File: src/rtl/uart_pkg.sv
// UART loopback shared definitions: RX/TX state encodings and the parity helper.
// Latency: n/a (package only).
// Backpressure: n/a (package only).
package uart_pkg;

    typedef enum logic [2:0] {
        RX_IDLE,
        RX_START,
        RX_DATA,
        RX_PARITY,
        RX_STOP
    } rx_state_t;

    typedef enum logic [2:0] {
        TX_IDLE,
        TX_START,
        TX_DATA,
        TX_PARITY,
        TX_STOP
    } tx_state_t;

    // Parity bit over the low nbits of dat. odd=0 gives even parity
    // (bit makes the total count of ones even), odd=1 gives odd parity.
    function automatic logic calc_parity(input logic [7:0] dat, input int nbits, input logic odd);
        logic p;
        p = odd;
        for (int i = 0; i < 8; i++) begin
            if (i < nbits) begin
                p = p ^ dat[i];
            end
        end
        return p;
    endfunction

endpackage

File: src/rtl/uart_sync_fifo.sv
// Synchronous FIFO, power-of-two depth, pointers carry one extra wrap bit.
// Latency: a push is visible at the head (empty=0) the cycle after it is written.
// Backpressure: push while full is ignored unless a pop happens in the same cycle.
//
// Ports: clk, rst_n (sync, active-low); push/push_dat write side;
//        pop/head_dat read side (head_dat valid while !empty);
//        empty, full, level status.
module uart_sync_fifo #(
    parameter int WIDTH = 8,
    parameter int DEPTH = 16
) (
    input  logic                     clk,
    input  logic                     rst_n,
    input  logic                     push,
    input  logic [WIDTH-1:0]         push_dat,
    input  logic                     pop,
    output logic [WIDTH-1:0]         head_dat,
    output logic                     empty,
    output logic                     full,
    output logic [$clog2(DEPTH):0]   level
);

    localparam int AW = $clog2(DEPTH);

    logic [WIDTH-1:0] mem [DEPTH];
    logic [AW:0]      wr_ptr;
    logic [AW:0]      rd_ptr;
    logic             do_push;
    logic             do_pop;

    assign empty    = (wr_ptr == rd_ptr);
    assign full     = (wr_ptr[AW] != rd_ptr[AW]) && (wr_ptr[AW-1:0] == rd_ptr[AW-1:0]);
    assign level    = wr_ptr - rd_ptr;
    assign head_dat = mem[rd_ptr[AW-1:0]];

    // A pop frees the slot this cycle, so a push at full is still accepted
    // when paired with a pop.
    assign do_pop  = pop & ~empty;
    assign do_push = push & (~full | do_pop);

    always_ff @(posedge clk) begin
        if (!rst_n) begin
            wr_ptr <= '0;
            rd_ptr <= '0;
        end else begin
            if (do_push) wr_ptr <= wr_ptr + 1'b1;
            if (do_pop)  rd_ptr <= rd_ptr + 1'b1;
        end
    end

    always_ff @(posedge clk) begin
        if (do_push) begin
            mem[wr_ptr[AW-1:0]] <= push_dat;
        end
    end

endmodule

File: src/rtl/uart_loopback_fifo.sv
// UART receiver feeding a FIFO that drains into a UART transmitter (serial echo).
// Latency: good byte pushed 1 cycle after the stop-bit sample; TX start bit 2 cycles after push when idle.
// Backpressure: none on the line; a good byte arriving with the FIFO full is dropped and flagged on ovf.
//
// Ports: clk, rst_n (sync, active-low); uart_rx serial in (async, idle high);
//        uart_tx serial out (idle high); rx_err framing/parity pulse;
//        ovf drop pulse; fifo_level current occupancy.
module uart_loopback_fifo
    import uart_pkg::*;
#(
    parameter int CLK_HZ     = 25000000,
    parameter int BAUD       = 115200,
    parameter int DATA_BITS  = 8,
    parameter int PARITY_EN  = 0,
    parameter int PARITY_ODD = 0,
    parameter int FIFO_DEPTH = 16
) (
    input  logic                          clk,
    input  logic                          rst_n,
    input  logic                          uart_rx,
    output logic                          uart_tx,
    output logic                          rx_err,
    output logic                          ovf,
    output logic [$clog2(FIFO_DEPTH):0]   fifo_level
);

    localparam int DIV  = (CLK_HZ + BAUD / 2) / BAUD;
    localparam int HALF = DIV / 2;
    localparam int CW   = $clog2(DIV + 1);
    localparam int BW   = $clog2(DATA_BITS + 1);

    localparam logic [CW-1:0] DIV_END  = CW'(DIV - 1);
    localparam logic [CW-1:0] HALF_END = CW'(HALF - 1);
    localparam logic [BW-1:0] LAST_BIT = BW'(DATA_BITS - 1);
    localparam logic          PAR_ODD  = (PARITY_ODD != 0);
    localparam logic          PAR_ON   = (PARITY_EN != 0);

    // ---------------- input synchronizer + edge detect ----------------
    logic rx_s1, rx_s2, rx_prev;

    always_ff @(posedge clk) begin
        if (!rst_n) begin
            rx_s1   <= 1'b1;
            rx_s2   <= 1'b1;
            rx_prev <= 1'b1;
        end else begin
            rx_s1   <= uart_rx;
            rx_s2   <= rx_s1;
            rx_prev <= rx_s2;
        end
    end

    // ---------------- FIFO ----------------
    logic                 rx_push;
    logic                 tx_pop;
    logic [DATA_BITS-1:0] rx_shift;
    logic [DATA_BITS-1:0] fifo_head;
    logic                 fifo_empty;
    logic                 fifo_full;

    uart_sync_fifo #(
        .WIDTH (DATA_BITS),
        .DEPTH (FIFO_DEPTH)
    ) u_fifo (
        .clk      (clk),
        .rst_n    (rst_n),
        .push     (rx_push),
        .push_dat (rx_shift),
        .pop      (tx_pop),
        .head_dat (fifo_head),
        .empty    (fifo_empty),
        .full     (fifo_full),
        .level    (fifo_level)
    );

    // ---------------- RX ----------------
    rx_state_t            rx_state, rx_state_nxt;
    logic [CW-1:0]        rx_cnt, rx_cnt_nxt;
    logic [BW-1:0]        rx_bit, rx_bit_nxt;
    logic [DATA_BITS-1:0] rx_shift_nxt;
    logic                 rx_perr, rx_perr_nxt;
    logic                 rx_wait, rx_wait_nxt;
    logic                 rx_push_nxt;
    logic                 rx_err_nxt;

    always_comb begin
        rx_state_nxt = rx_state;
        rx_cnt_nxt   = rx_cnt + 1'b1;
        rx_bit_nxt   = rx_bit;
        rx_shift_nxt = rx_shift;
        rx_perr_nxt  = rx_perr;
        rx_wait_nxt  = rx_wait;
        rx_push_nxt  = 1'b0;
        rx_err_nxt   = 1'b0;
        unique case (rx_state)
            RX_IDLE: begin
                rx_cnt_nxt = '0;
                if (rx_prev && !rx_s2) begin
                    rx_state_nxt = RX_START;
                end
            end
            RX_START: begin
                // Mid start bit: a high line here was a glitch, drop it silently.
                if (rx_cnt == HALF_END) begin
                    rx_cnt_nxt  = '0;
                    rx_bit_nxt  = '0;
                    rx_perr_nxt = 1'b0;
                    rx_state_nxt = rx_s2 ? RX_IDLE : RX_DATA;
                end
            end
            RX_DATA: begin
                if (rx_cnt == DIV_END) begin
                    rx_cnt_nxt   = '0;
                    rx_shift_nxt = {rx_s2, rx_shift[DATA_BITS-1:1]};
                    rx_bit_nxt   = rx_bit + 1'b1;
                    if (rx_bit == LAST_BIT) begin
                        rx_state_nxt = PAR_ON ? RX_PARITY : RX_STOP;
                    end
                end
            end
            RX_PARITY: begin
                if (rx_cnt == DIV_END) begin
                    rx_cnt_nxt   = '0;
                    rx_perr_nxt  = (rx_s2 != calc_parity(8'(rx_shift), DATA_BITS, PAR_ODD));
                    rx_state_nxt = RX_STOP;
                end
            end
            RX_STOP: begin
                if (rx_wait) begin
                    // Framing error: hold here until the line recovers so the
                    // low stop bit cannot be taken as a new start edge.
                    rx_cnt_nxt = '0;
                    if (rx_s2) begin
                        rx_wait_nxt  = 1'b0;
                        rx_state_nxt = RX_IDLE;
                    end
                end else if (rx_cnt == DIV_END) begin
                    rx_cnt_nxt = '0;
                    if (!rx_s2 || rx_perr) begin
                        rx_err_nxt = 1'b1;
                    end else begin
                        rx_push_nxt = 1'b1;
                    end
                    if (!rx_s2) begin
                        rx_wait_nxt = 1'b1;
                    end else begin
                        rx_state_nxt = RX_IDLE;
                    end
                end
            end
            default: rx_state_nxt = RX_IDLE;
        endcase
    end

    always_ff @(posedge clk) begin
        if (!rst_n) begin
            rx_state <= RX_IDLE;
            rx_cnt   <= '0;
            rx_bit   <= '0;
            rx_shift <= '0;
            rx_perr  <= 1'b0;
            rx_wait  <= 1'b0;
            rx_push  <= 1'b0;
            rx_err   <= 1'b0;
            ovf      <= 1'b0;
        end else begin
            rx_state <= rx_state_nxt;
            rx_cnt   <= rx_cnt_nxt;
            rx_bit   <= rx_bit_nxt;
            rx_shift <= rx_shift_nxt;
            rx_perr  <= rx_perr_nxt;
            rx_wait  <= rx_wait_nxt;
            rx_push  <= rx_push_nxt;
            rx_err   <= rx_err_nxt;
            // Same acceptance rule as the FIFO: a same-cycle pop makes room.
            ovf      <= rx_push & fifo_full & ~tx_pop;
        end
    end

    // ---------------- TX ----------------
    tx_state_t            tx_state, tx_state_nxt;
    logic [CW-1:0]        tx_cnt, tx_cnt_nxt;
    logic [BW-1:0]        tx_bit, tx_bit_nxt;
    logic [DATA_BITS-1:0] tx_shift, tx_shift_nxt;
    logic                 tx_par, tx_par_nxt;
    logic                 tx_line_nxt;

    always_comb begin
        tx_state_nxt = tx_state;
        tx_cnt_nxt   = tx_cnt + 1'b1;
        tx_bit_nxt   = tx_bit;
        tx_shift_nxt = tx_shift;
        tx_par_nxt   = tx_par;
        tx_line_nxt  = uart_tx;
        tx_pop       = 1'b0;
        unique case (tx_state)
            TX_IDLE: begin
                tx_cnt_nxt  = '0;
                tx_line_nxt = 1'b1;
                if (!fifo_empty) begin
                    tx_pop       = 1'b1;
                    tx_shift_nxt = fifo_head;
                    tx_par_nxt   = calc_parity(8'(fifo_head), DATA_BITS, PAR_ODD);
                    tx_bit_nxt   = '0;
                    tx_line_nxt  = 1'b0;
                    tx_state_nxt = TX_START;
                end
            end
            TX_START: begin
                if (tx_cnt == DIV_END) begin
                    tx_cnt_nxt   = '0;
                    tx_line_nxt  = tx_shift[0];
                    tx_state_nxt = TX_DATA;
                end
            end
            TX_DATA: begin
                // tx_shift[0] is on the line; tx_shift[1] goes out next.
                if (tx_cnt == DIV_END) begin
                    tx_cnt_nxt   = '0;
                    tx_shift_nxt = tx_shift >> 1;
                    tx_bit_nxt   = tx_bit + 1'b1;
                    if (tx_bit == LAST_BIT) begin
                        if (PAR_ON) begin
                            tx_line_nxt  = tx_par;
                            tx_state_nxt = TX_PARITY;
                        end else begin
                            tx_line_nxt  = 1'b1;
                            tx_state_nxt = TX_STOP;
                        end
                    end else begin
                        tx_line_nxt = tx_shift[1];
                    end
                end
            end
            TX_PARITY: begin
                if (tx_cnt == DIV_END) begin
                    tx_cnt_nxt   = '0;
                    tx_line_nxt  = 1'b1;
                    tx_state_nxt = TX_STOP;
                end
            end
            TX_STOP: begin
                if (tx_cnt == DIV_END) begin
                    tx_cnt_nxt   = '0;
                    tx_state_nxt = TX_IDLE;
                end
            end
            default: tx_state_nxt = TX_IDLE;
        endcase
    end

    always_ff @(posedge clk) begin
        if (!rst_n) begin
            tx_state <= TX_IDLE;
            tx_cnt   <= '0;
            tx_bit   <= '0;
            tx_shift <= '0;
            tx_par   <= 1'b0;
            uart_tx  <= 1'b1;
        end else begin
            tx_state <= tx_state_nxt;
            tx_cnt   <= tx_cnt_nxt;
            tx_bit   <= tx_bit_nxt;
            tx_shift <= tx_shift_nxt;
            tx_par   <= tx_par_nxt;
            uart_tx  <= tx_line_nxt;
        end
    end

endmodule

File: config.mk
export PLATFORM = sky130hd
export DESIGN_NAME = uart_loopback_fifo
export DESIGN_NICKNAME = d
export VERILOG_FILES = /design/src/rtl/uart_pkg.sv /design/src/rtl/uart_sync_fifo.sv /design/src/rtl/uart_loopback_fifo.sv
export SDC_FILE = /design/constraint.sdc
export NUM_CORES = 1
export LEC_CHECK = 0
export BUFFER_PORTS_ARGS = -buffer_cell sky130_fd_sc_hd__clkbuf_2
export CAP_MARGIN = 5
export CORE_ASPECT_RATIO = 1.2
export CORE_MARGIN = 8
export CORE_UTILIZATION = 55
export DETAILED_ROUTE_END_ITERATION = 10
export PLACE_DENSITY_LB_ADDON = 0.15
export SLEW_MARGIN = 20
export SYNTH_ARGS = -nofsm -noshare
export SYNTH_HDL_FRONTEND = slang
export SYNTH_SLANG_ARGS = --single-unit
File: constraint.sdc
create_clock -name clk -period 4.78 [get_ports clk]
set_input_delay 0.956 -clock clk [delete_from_list [all_inputs] [get_ports clk]]
set_output_delay 0.956 -clock clk [all_outputs]
set_load 0.05 [all_outputs]
======== Word-level counts from Yosys, hierarchy flattened ========
Memories as Yosys holds them, arrays and structs flattened. A register that Yosys moved wholly into a read port is not among the register bits.
Index checks and enable logic that the tools add are counted.
word-level totals
  register bits ........................... 65
  memory bits (writable) .................. 128
  input bits .............................. 3
  output and inout bits ................... 8
  word-level logic and storage cells ...... 162
  memories kept ........................... 1
operators by class
  $add $sub $neg .......................... 7
  eq/ne operators ......................... 29
  mux-type cells .......................... 68
  bitwise gates (word level) .............. 18
  reduce and logical (&&, ||, !) cells .... 20
memories
  memory      depth  bits a word  read ports  clocked after memory_dff  wr ports  line                  source
  u_fifo.mem  16     8            1           1                         1         uart_sync_fifo.sv:25  logic [WIDTH-1:0] mem [DEPTH];
operators by type and width
  operator                                                          count
  8-bit two-way mux                                                 6
  3-bit two-way mux                                                 14
  1-bit two-way mux                                                 32
  8-bit one-hot mux with 2 select lines                             2
  8-bit one-hot mux with 4 select lines                             1
  3-bit one-hot mux with 5 select lines                             2
  4-bit two-way mux                                                 6
  2-bit != test (second input constant)                             11
  8-bit by 1-bit adder with 8-bit output (second input constant)    2
  8-bit == test (second input constant)                             2
  4-bit one-hot mux with 2 select lines                             2
  3-bit by 2-bit == test with 1-bit output (second input constant)  4
  6-bit AND reduction                                               2
  5-bit by 1-bit adder with 5-bit output (second input constant)    2
  3-bit AND reduction                                               3
  4-bit by 1-bit adder with 4-bit output (second input constant)    2
  4-bit by 3-bit == test with 1-bit output (second input constant)  2
  8-bit by 7-bit == test with 1-bit output (second input constant)  1
  4-bit OR reduction                                                2
  1-bit XOR                                                         7
  3-bit by 1-bit == test with 1-bit output (second input constant)  2
  3-bit == test (second input constant)                             2
  3-bit zero test                                                   2
  1-bit NOT                                                         6
  other kinds (18)                                                  25

======== Depth between registers and ports, before layout ========
Gate-level depths: netlist of run 1.
  depth in word-level cells ............... 27
  mapped depth ............................ 10
  mapped depth without buffers ............ 7

======== Modules after synthesis ========
A second synthesis of run 1 with hierarchy kept.
unflattened totals
  cell total of the unflattened synthesis .. 586
  area, all modules ....................... 8299.2 um^2
modules (own cells, without submodules)
  module              instances  cells each  area an instance (um^2)
  uart_sync_fifo      1          300         5657.9
  uart_loopback_fifo  1          286         2641.3

======== Least setup slack after synthesis of run 1 ========
No wires, ideal clock.
  kind .................................... register to output
  from .................................... register u_fifo.wr_ptr[0]
  to ...................................... output port fifo_level[4]
  arrival time ............................ 2155 ps
  data required time ...................... 3824 ps
  path slack .............................. 1669 ps
  stages on the path, launching flop included .. 8
  cell sequence ........................... dfxtp_1 -> inv_1 -> ha_1 -> fa_1 -> inv_1 -> a21o_1 -> a21oi_1 -> xnor2_1
on the way
  cells in the longest elaborated chain, start to end .. 1
ends and longest elaborated chain
  item                    line                      source
  start, declared         uart_sync_fifo.sv:26      logic [AW:0] wr_ptr;
  start signal, assigned  uart_sync_fifo.sv:46      if (do_push) wr_ptr <= wr_ptr + 1'b1;
  5-bit subtractor        uart_sync_fifo.sv:33      assign level = wr_ptr - rd_ptr;
  end, declared           uart_loopback_fifo.sv:24  output logic [$clog2(FIFO_DEPTH):0] fifo_level
Every way passes these cells.

======== Worst setup path after layout of run 1 ========
Same ends and word-level chain as after synthesis.

==> flow_summary.json, run 1 <==
{
  "status": "finished, final reports clean",
  "tritoncts": "yes",
  "num_vias": 4747,
  "slew_viol_final": 0,
  "numCtsBuffers": 17,
  "antenna_left": 0,
  "row_count": 49,
  "antenna_found_initial": 0,
  "synth.distinct_cells": 63,
  "htreeDepth": 4,
  "synth_edf_count": 128,
  "grt_overflow": 0,
  "totalWireLength_um": 15700,
  "ir_worst_vdd_v": 0.000241,
  "skew_ps": 9.03,
  "slew_headroom": 0.293,
  "startpoint_type": "flop",
  "arrival_ps": 2340,
  "io_pins": 11,
  "hp-class": "flop to flop",
  "cp-end-kind": "output port",
  "clock_sinks": 197,
  "rsz0062_at_grt": "false",
  "finalNonFillerCells": 824,
  "worstPathCellList": "inv_1, ha_1, fa_1, inv_1, a21o_1, a21oi_1, xnor2_1, clkbuf_2",
  "synth_seq_area_share": 0.623,
  "fin_setup_tns_ps": 0,
  "ys_async_sr_fraction": 0,
  "maxCapViolations": 0,
  "worst_slew_pin_slew_ps": 1060,
  "cellLeakagePower_nw": 3.03,
  "yosysTopAreaCell": "edfxtp_1",
  "criticalPathCategory": "flop to output port",
  "postCtsSetupBuffers": 0,
  "root_buffer": "clkbuf_16",
  "drive_above_1_share": 0.134,
  "synth_area_leaders": "edfxtp_1 46%, dfxtp_1 16%, mux4_2 4.8%, mux4_1 3.1%, mux2i_1 2.6%",
  "ctsResizeCount": 0,
  "yosys_warnings": 0,
  "hold_viol": 0,
  "core_sq_mm": 0.0150,
  "synth_most_common_cell": "edfxtp_1",
  "syn_inst": 607,
  "min_period_ps": 3300,
  "fillCellCount": 1167,
  "first_global_vias": 4709,
  "path_max_fanout": 4,
  "syn-cell-area_sq_mm": 0.00839,
  "dp_hpwl_um": 10500,
  "io_buffers": 10,
  "antenna_cells": 0,
  "crit_top_cell": "inv_1",
  "start_util": 0.561,
  "clkTransAtPathRegs_ps": 70,
  "fmax_mhz": 303,
  "period_share": 0.690,
  "syn-num-nets": 626,
  "areaGrowthSynthToFinish_pct": 9.17,
  "power_density_mw_per_mm2": 416,
  "avgSynthCellArea_sq_um": 13.8,
  "synth_top_area_frac": 0.458,
  "grt_start_max_net_pins": 44,
  "clock_path_buffers": 2,
  "post_drt_wl_per_cell_um": 19.0,
  "die_x_um": 129,
  "dieArea_sq_mm": 0.0195,
  "placed_cells": 792,
  "synth_seq_cells": 197,
  "drt_iter0_markers": 380,
  "firstDrtPassIters": 5,
  "required_ps": 3820,
  "gp_congestion": 0.808,
  "yosys_most_used_dff": "edfxtp_1",
  "drt-vias-per-instance": 5.76,
  "cp_slowest_cell": "fa_1",
  "setup-violations-final": 0,
  "chipHeight_um": 151,
  "grt_util_all_layers": 0.174,
  "ff2ff_setup_slack_ps": 1950,
  "drc": 0,
  "ys_top_cells_by_count": "128 x edfxtp_1, 69 x dfxtp_1, 47 x nor2_1",
  "hold_buffers": 0,
  "max_stage_delay_ps": 470,
  "fin_nets": 626,
  "grt_pass1_wl_um": 25000,
  "clkLatencyLatePin_ps": 430
}
## flip-flops by register name (all words and copies together), names as in the netlist, named ones only
register and cells:
rx_bit 4, rx_err 1, tx_state 3, u_fifo.wr_ptr 5
u_fifo.rd_ptr 5, ovf 1, tx_shift 8, rx_cnt 8
rx_perr 1, u_fifo.mem 128, uart_tx 1, tx_bit 4
rx_wait 1, tx_cnt 8, rx_s1 1, rx_push 1
rx_prev 1, rx_shift 8, rx_s2 1, rx_state 3
## logic make-up (layout without fill, tap and decap cells)
logic type,Yosys count,in the layout,share of synthesized area
and+or+nand+nor,185,185,0.114
DFF,197,197,0.623
muxes,53,53,0.110
AOI/OAI and AO/OA,62,62,0.0576
xor gates and xnor gates,34,34,0.0371
adders and majority gates,17,17,0.0259
buffers and inverters,59,72,0.0328
## worst max-delay path: cells and delay by family, from the launching register on
family	cells	cell delay (ps)
AOI/OAI and AO/OA	2	180
buffers and inverters	3	500
adders and majority gates	2	700
DFF	1	380
xor gates and xnor gates	1	150
## report_power, final
| group | internal [W] | switching (W) |
|---|---|---|
| Combinational | 0.000221 | 0.000281 |
| Sequential | 0.00183 | 0.0000767 |
| Clock | 0.000793 | 0.000616 |
| Total | 0.00284 | 0.000974 |
## final timing paths
kind	to	from	depth (start not counted)
worst max-delay path	fifo_level[4]	u_fifo.wr_ptr[0]	8
worst min-delay path	rx_s2	rx_s1	1
worst max register to register	u_fifo.mem[9][2]	u_fifo.wr_ptr[2]	5
worst min register to register	rx_s2	rx_s1	1
## cell usage in the layout (no fill, tap or decap), types with 4 or more instances in the layout
cell type and instances:
a211oi_1 4, a21boi_0 4, a21oi_1 8, a31o_2 4
a31oi_1 4, and2_1 10, and3_1 8, clkbuf_16 17
clkbuf_2 10, dfxtp_1 67, edfxtp_1 128, ha_1 15
inv_1 28, mux2i_1 22, mux4_1 10, mux4_2 18
nand2_1 34, nand2b_1 7, nand3_1 16, nand3b_1 4
nand4_1 13, nor2_1 47, nor2b_1 23, nor3_1 4
nor3_2 5, o211ai_1 4, o21ai_0 7, o221ai_1 5
xnor2_1 22, xor2_1 11
## routing by layer
metal  global-route usage  wire (um)  share of wire  up-vias
met4               0.0842        397          0.025        0
met1                0.203       6540           0.42     2370
met2                0.298       8230           0.53       99
met3               0.0391        509          0.032       27
met5                    0          0              0        -
li1                     -          -              -     2251
## area by class of cell
type	count	area [sq um]	share of cell area
Clock inverter	13	146	0.0160
Tap cell	204	255	0.0279
Multi-Input combinational cell	351	2920	0.319
Clock buffer	19	443	0.0483
Sequential cell	197	5230	0.571
Timing Repair Buffer	12	65.1	0.00710
Inverter	28	105	0.0115
## metrics by stage
| step | total power, W | area (sq um) | hold slack [ps] | worst slack, ps | utilization |
|---|---|---|---|---|---|
| after floorplan | 0.00236 | 8390 | 386 | 1670 | - |
| final | 0.00382 | 9160 | 422 | 1480 | 0.612 |
| after global routing | 0.00396 | 9160 | 441 | 1340 | 0.612 |
| after CTS | 0.00385 | 9150 | 423 | 1480 | 0.611 |
| after global placement | 0.00243 | 8540 | 391 | 1950 | 0.571 |
| after detailed placement | 0.00245 | 8560 | 407 | 1820 | 0.572 |
Note: power is estimated with default switching activity, not from simulation.
==> run 2, diff against run 1 <==
- clock period: 4.78 -> 3 ns (I/O delays scaled with it)
==> run 2 against run 1 <==
Against the previous run:
- count of clock-buffer cells in the layout is 5 higher
- register-to-register slack worse by 1600 ps
- cell count is 2.2% higher
- global-route usage is 0.27 points lower
- first-iteration DRC count is 15% lower
- die area stayed put
- design area is 1.0% higher
- via count hardly changed
- critical path type unchanged
- largest cell class unchanged
- largest power group unchanged
- highest routed layer unchanged
==> flow_summary.json, run 2 (synthesized netlist as in run 1, its figures left out) <==
{
  "period_share": 0.941,
  "dpl-instance-area_sq_mm": 0.00869,
  "core_sq_mm": 0.0150,
  "grt_pass1_wl_um": 25000,
  "htreeDepth": 4,
  "max_stage_delay_ps": 470,
  "power.total_w": 0.00595,
  "clkTransAtPathRegs_ps": 60,
  "io_pins": 11,
  "tritoncts": "yes",
  "clock_sinks": 197,
  "fillCellCount": 1169,
  "cp-end-kind": "output port",
  "final_cell_mix": "128 x edfxtp_1, 67 x dfxtp_1, 47 x nor2_1, 34 x nand2_1, 28 x inv_1",
  "clkLatencyLatePin_ps": 430,
  "hp-class": "input port to flop",
  "totalWireLength_um": 15600,
  "areaGrowthSynthToFinish_pct": 10.3,
  "io_buffers": 10,
  "antenna_found_initial": 0,
  "die_x_um": 129,
  "slew_viol_final": 0,
  "status": "finished, final reports clean",
  "clock_path_buffers": 2,
  "drt-vias-per-instance": 5.64,
  "final_common_cell": "edfxtp_1",
  "postCtsSetupBuffers": 0,
  "fmax_mhz": 354,
  "maxCapViolations": 0,
  "drc": 0,
  "cp_top_family": "adder cells",
  "numCtsBuffers": 17,
  "grt_start_max_net_pins": 44,
  "first_global_vias": 4729,
  "cellLeakagePower_nw": 3.10,
  "start_util": 0.561,
  "num_vias": 4751,
  "fin_setup_tns_ps": 0,
  "worstPathCellList": "inv_1, ha_1, fa_1, inv_1, a21o_1, a21oi_1, xnor2_1, buf_4",
  "cp_slowest_cell": "fa_1",
  "required_ps": 2400,
  "hold_buffers": 0,
  "power_density_mw_per_mm2": 643,
  "finalNonFillerCells": 842,
  "arrival_ps": 2220,
  "antenna_left": 0,
  "slew_headroom": 0.396,
  "final_area_sq_mm": 0.00925,
  "firstDrtPassIters": 5,
  "multi_input_area_sq_mm": 0.00290,
  "setup-violations-final": 0,
  "dp_hpwl_um": 10400,
  "path_max_fanout": 4,
  "worst_slew_pin_slew_ps": 903,
  "row_count": 49,
  "startpoint_type": "flop",
  "crit_buf_inv": 3,
  "fin_nets": 644,
  "ir_worst_vdd_v": 0.000377,
  "placed_cells": 810,
  "hold_viol": 0,
  "drive_above_1_share": 0.147,
  "rsz0062_at_grt": "false",
  "min_period_ps": 2820,
  "criticalPathCategory": "flop to output port",
  "gp_congestion": 0.839,
  "drt_iter0_markers": 323,
  "largest_register_ffs": 128,
  "antenna_cells": 0,
  "post_drt_wl_per_cell_um": 18.5,
  "crit_top_cell": "inv_1",
  "final_core_util": 0.619,
  "grt_util_all_layers": 0.171,
  "grt_overflow": 0,
  "dieArea_sq_mm": 0.0195,
  "chipHeight_um": 151,
  "root_buffer": "clkbuf_16",
  "skew_ps": 9.95,
  "seqCellArea_sq_mm": 0.00523
}
run 2: cell count changes in the layout (fill, tap and decap cells not counted), sizes merged:
cell	change
buf	+19
clkbuf	+4
inv	-4
bufinv	-2
clkinv	+1
run 2: timing repair:
item | CTS | global route
endpoints found under the hold margin | 0 | 0
endpoints found under the setup margin | 0 | 1
gates resized for setup | 0 | 4
run 2: where the power goes:
part / switching, W / internal, W
sequential: 0.0000598 / 0.00291
clock: 0.000922 / 0.00117
combinational: 0.000508 / 0.000373
total: 0.00149 / 0.00446
run 2: metrics by stage:
stage / hold slack [ps] / worst slack (ps)
floorplan: 386 / 245
global placement: 390 / 388
detailed placement: 409 / 279
CTS: 333 / 24.6
global route: 349 / 47.6
finish: 350 / 178
run 2: cell type report:
cell class	count	area share
Inverter	28	0.0114
Multi-Input combinational cell	351	0.313
Sequential cell	197	0.565
Clock buffer	24	0.0544
Tap cell	204	0.0276
Clock inverter	8	0.00514
Timing Repair Buffer	30	0.0233
run 2: final timing paths:
check	from	endpoint	slack, ps	cells after the start
min reg2reg	rx_s1	rx_s2	420	1
max	u_fifo.wr_ptr[0]	fifo_level[4]	180	8
min	uart_rx	rx_s1	350	2
max reg2reg	u_fifo.wr_ptr[2]	u_fifo.mem[14][3]	360	5
run 2: metal layers:
layer / wire length (um) / global-route usage / share of wire
met4: 398 / 0.0865 / 0.026
met5: 0 / 0 / 0
met3: 647 / 0.0285 / 0.042
met1: 6540 / 0.209 / 0.42
met2: 7990 / 0.288 / 0.51
==> run 3, diff against run 2 <==
- CELL_PAD_IN_SITES_DETAIL_PLACEMENT: unset -> 0
- CELL_PAD_IN_SITES_GLOBAL_PLACEMENT: unset -> 1
- CORE_UTILIZATION: 55 -> 48
==> run 3 against run 2 <==
Against the previous run:
- die area grew 13%
- total power grew 3.9%
- cell count grew 2.6%
- worst setup slack lost 55 ps
- worst hold slack gained 7.2 ps
- design area grew 1.2%
- clock skew shrank 1.3 ps
- critical path type unchanged
- largest cell class unchanged
==> flow_summary.json, run 3 (synthesized netlist as in run 1, its figures left out) <==
{
  "status": "finished, final reports clean",
  "drt_iter0_markers": 235,
  "p_comb_frac": 0.140,
  "cp_slowest_cell": "fa_1",
  "p_sw_w": 0.00154,
  "maxCapViolations": 0,
  "cp_top_family": "adder cells",
  "antenna_found_initial": 0,
  "arrival_ps": 2280,
  "drc": 0,
  "io_pins": 11,
  "skew_ps": 8.66,
  "slew_viol_final": 0,
  "setup-violations-final": 0,
  "final_cell_mix": "128 x edfxtp_1, 68 x dfxtp_1, 47 x nor2_1, 34 x nand2_1, 28 x inv_1",
  "required_ps": 2400,
  "chipHeight_um": 161,
  "numCtsBuffers": 17,
  "core_sq_mm": 0.0173,
  "final_common_cell": "edfxtp_1",
  "crit_top_cell": "inv_1",
  "power.total_w": 0.00618,
  "largest_register_ffs": 128,
  "worst_slew_pin_slew_ps": 906,
  "areaGrowthSynthToFinish_pct": 11.5,
  "post_drt_wl_per_cell_um": 19.3,
  "root_buffer": "clkbuf_16",
  "grt_overflow": 0,
  "grt_pass1_wl_um": 26900,
  "firstDrtPassIters": 4,
  "fin_nets": 650,
  "drt-vias-per-instance": 5.57,
  "path_depth": 8,
  "postCtsSetupBuffers": 0,
  "whs_path_depth": 2,
  "path_max_fanout": 4,
  "drive_above_1_share": 0.155,
  "fin_setup_tns_ps": 0,
  "rsz0062_at_grt": "false",
  "startpoint_type": "flop",
  "io_buffers": 10,
  "criticalPathCategory": "flop to output port",
  "crit_buf_inv": 3,
  "gp_congestion": 0.766,
  "final_area_sq_mm": 0.00936,
  "dpl-instance-area_sq_mm": 0.00874,
  "tritoncts": "yes",
  "period_share": 0.959,
  "grt_util_all_layers": 0.162,
  "row_count": 53,
  "grt_start_max_net_pins": 45,
  "p_sw_frac": 0.249,
  "htreeDepth": 4,
  "power_density_mw_per_mm2": 660,
  "dp_hpwl_um": 11200,
  "clock_power_share": 0.376,
  "dieArea_sq_mm": 0.0220,
  "first_global_vias": 5004,
  "holdWs_ps": 357,
  "clock_sinks": 197,
  "cellLeakagePower_nw": 3.15,
  "clkLatencyLatePin_ps": 430,
  "start_util": 0.485,
  "power.share.sequential": 0.483,
  "clock_path_buffers": 2,
  "max_stage_delay_ps": 470,
  "internal_power_w": 0.00464,
  "ff2ff_path_depth": 5,
  "ir_worst_vdd_v": 0.000405,
  "finalNonFillerCells": 864,
  "hp-class": "input port to flop",
  "fmax_mhz": 348,
  "slew_headroom": 0.395,
  "worstPathCellList": "inv_1, ha_1, fa_1, inv_1, a21o_1, a21oi_1, xnor2_1, buf_4",
  "antenna_left": 0,
  "cp-end-kind": "output port",
  "totalWireLength_um": 16700,
  "clkTransAtPathRegs_ps": 70,
  "hold_viol": 0,
  "die_x_um": 137,
  "antenna_cells": 0,
  "min_period_ps": 2880,
  "num_vias": 4810,
  "placed_cells": 832
}
## run 3: power by group through the flow
stage,logic [W],clock network (W),registers (W)
finish,0.000867,0.00232,0.00298
global route,0.000943,0.00247,0.00299
CTS,0.000875,0.00238,0.00299
detailed placement,0.000870,0,0.00305
global placement,0.000860,0,0.00304
floorplan,0.000736,0,0.00303
## run 3: cell type report
type | count | area (sq um)
clock inverters | 11 | 146
clock buffers | 21 | 460
inverters | 28 | 105
repair buffers | 36 | 248
well taps | 220 | 275
fillers | 1477 | 7950
flip-flops and latches | 197 | 5230
multi-input cells | 351 | 2900
## run 3: path summary, 6_finish.rpt
check                          end        startpoint  slack [ps]
hold reg to reg              rx_s2             rx_s1         420
setup reg to reg  u_fifo.mem[5][0]  u_fifo.wr_ptr[3]         400
hold / removal               rx_s1           uart_rx         360
setup / recovery     fifo_level[4]  u_fifo.wr_ptr[0]         120
## run 3: metal layers
metal | up-vias | track usage | part of all wire
met3 | 16 | 0.0263 | 0.019
met5 | - | 0 | 0
li1 | 2300 | - | -
met4 | 0 | 0.0640 | 0.013
met1 | 2450 | 0.194 | 0.43
met2 | 44 | 0.282 | 0.54
## run 3: worst reg2reg max path, stage by stage, from the launching register on
cell and delay, ps:
dfxtp_1 490, ha_1 330, nand4_1 260, o31a_1 330, nand2_1 180, nor2_1 630
## run 3: per-stage QoR
step,utilization,setup slack [ps]
3_5_place_dp,0.505,272
4_1_cts,0.540,47.8
2_1_floorplan,-,245
3_3_place_gp,0.505,349
6_report,0.541,123
5_1_grt,0.541,1.50
## run 3: what timing repair did
item / 4_1_cts / 5_1_grt
endpoints found under the setup margin: 1 / 1
cloned: 0 / 0
gates resized for setup: 1 / 1
hold buffers: 0 / 0
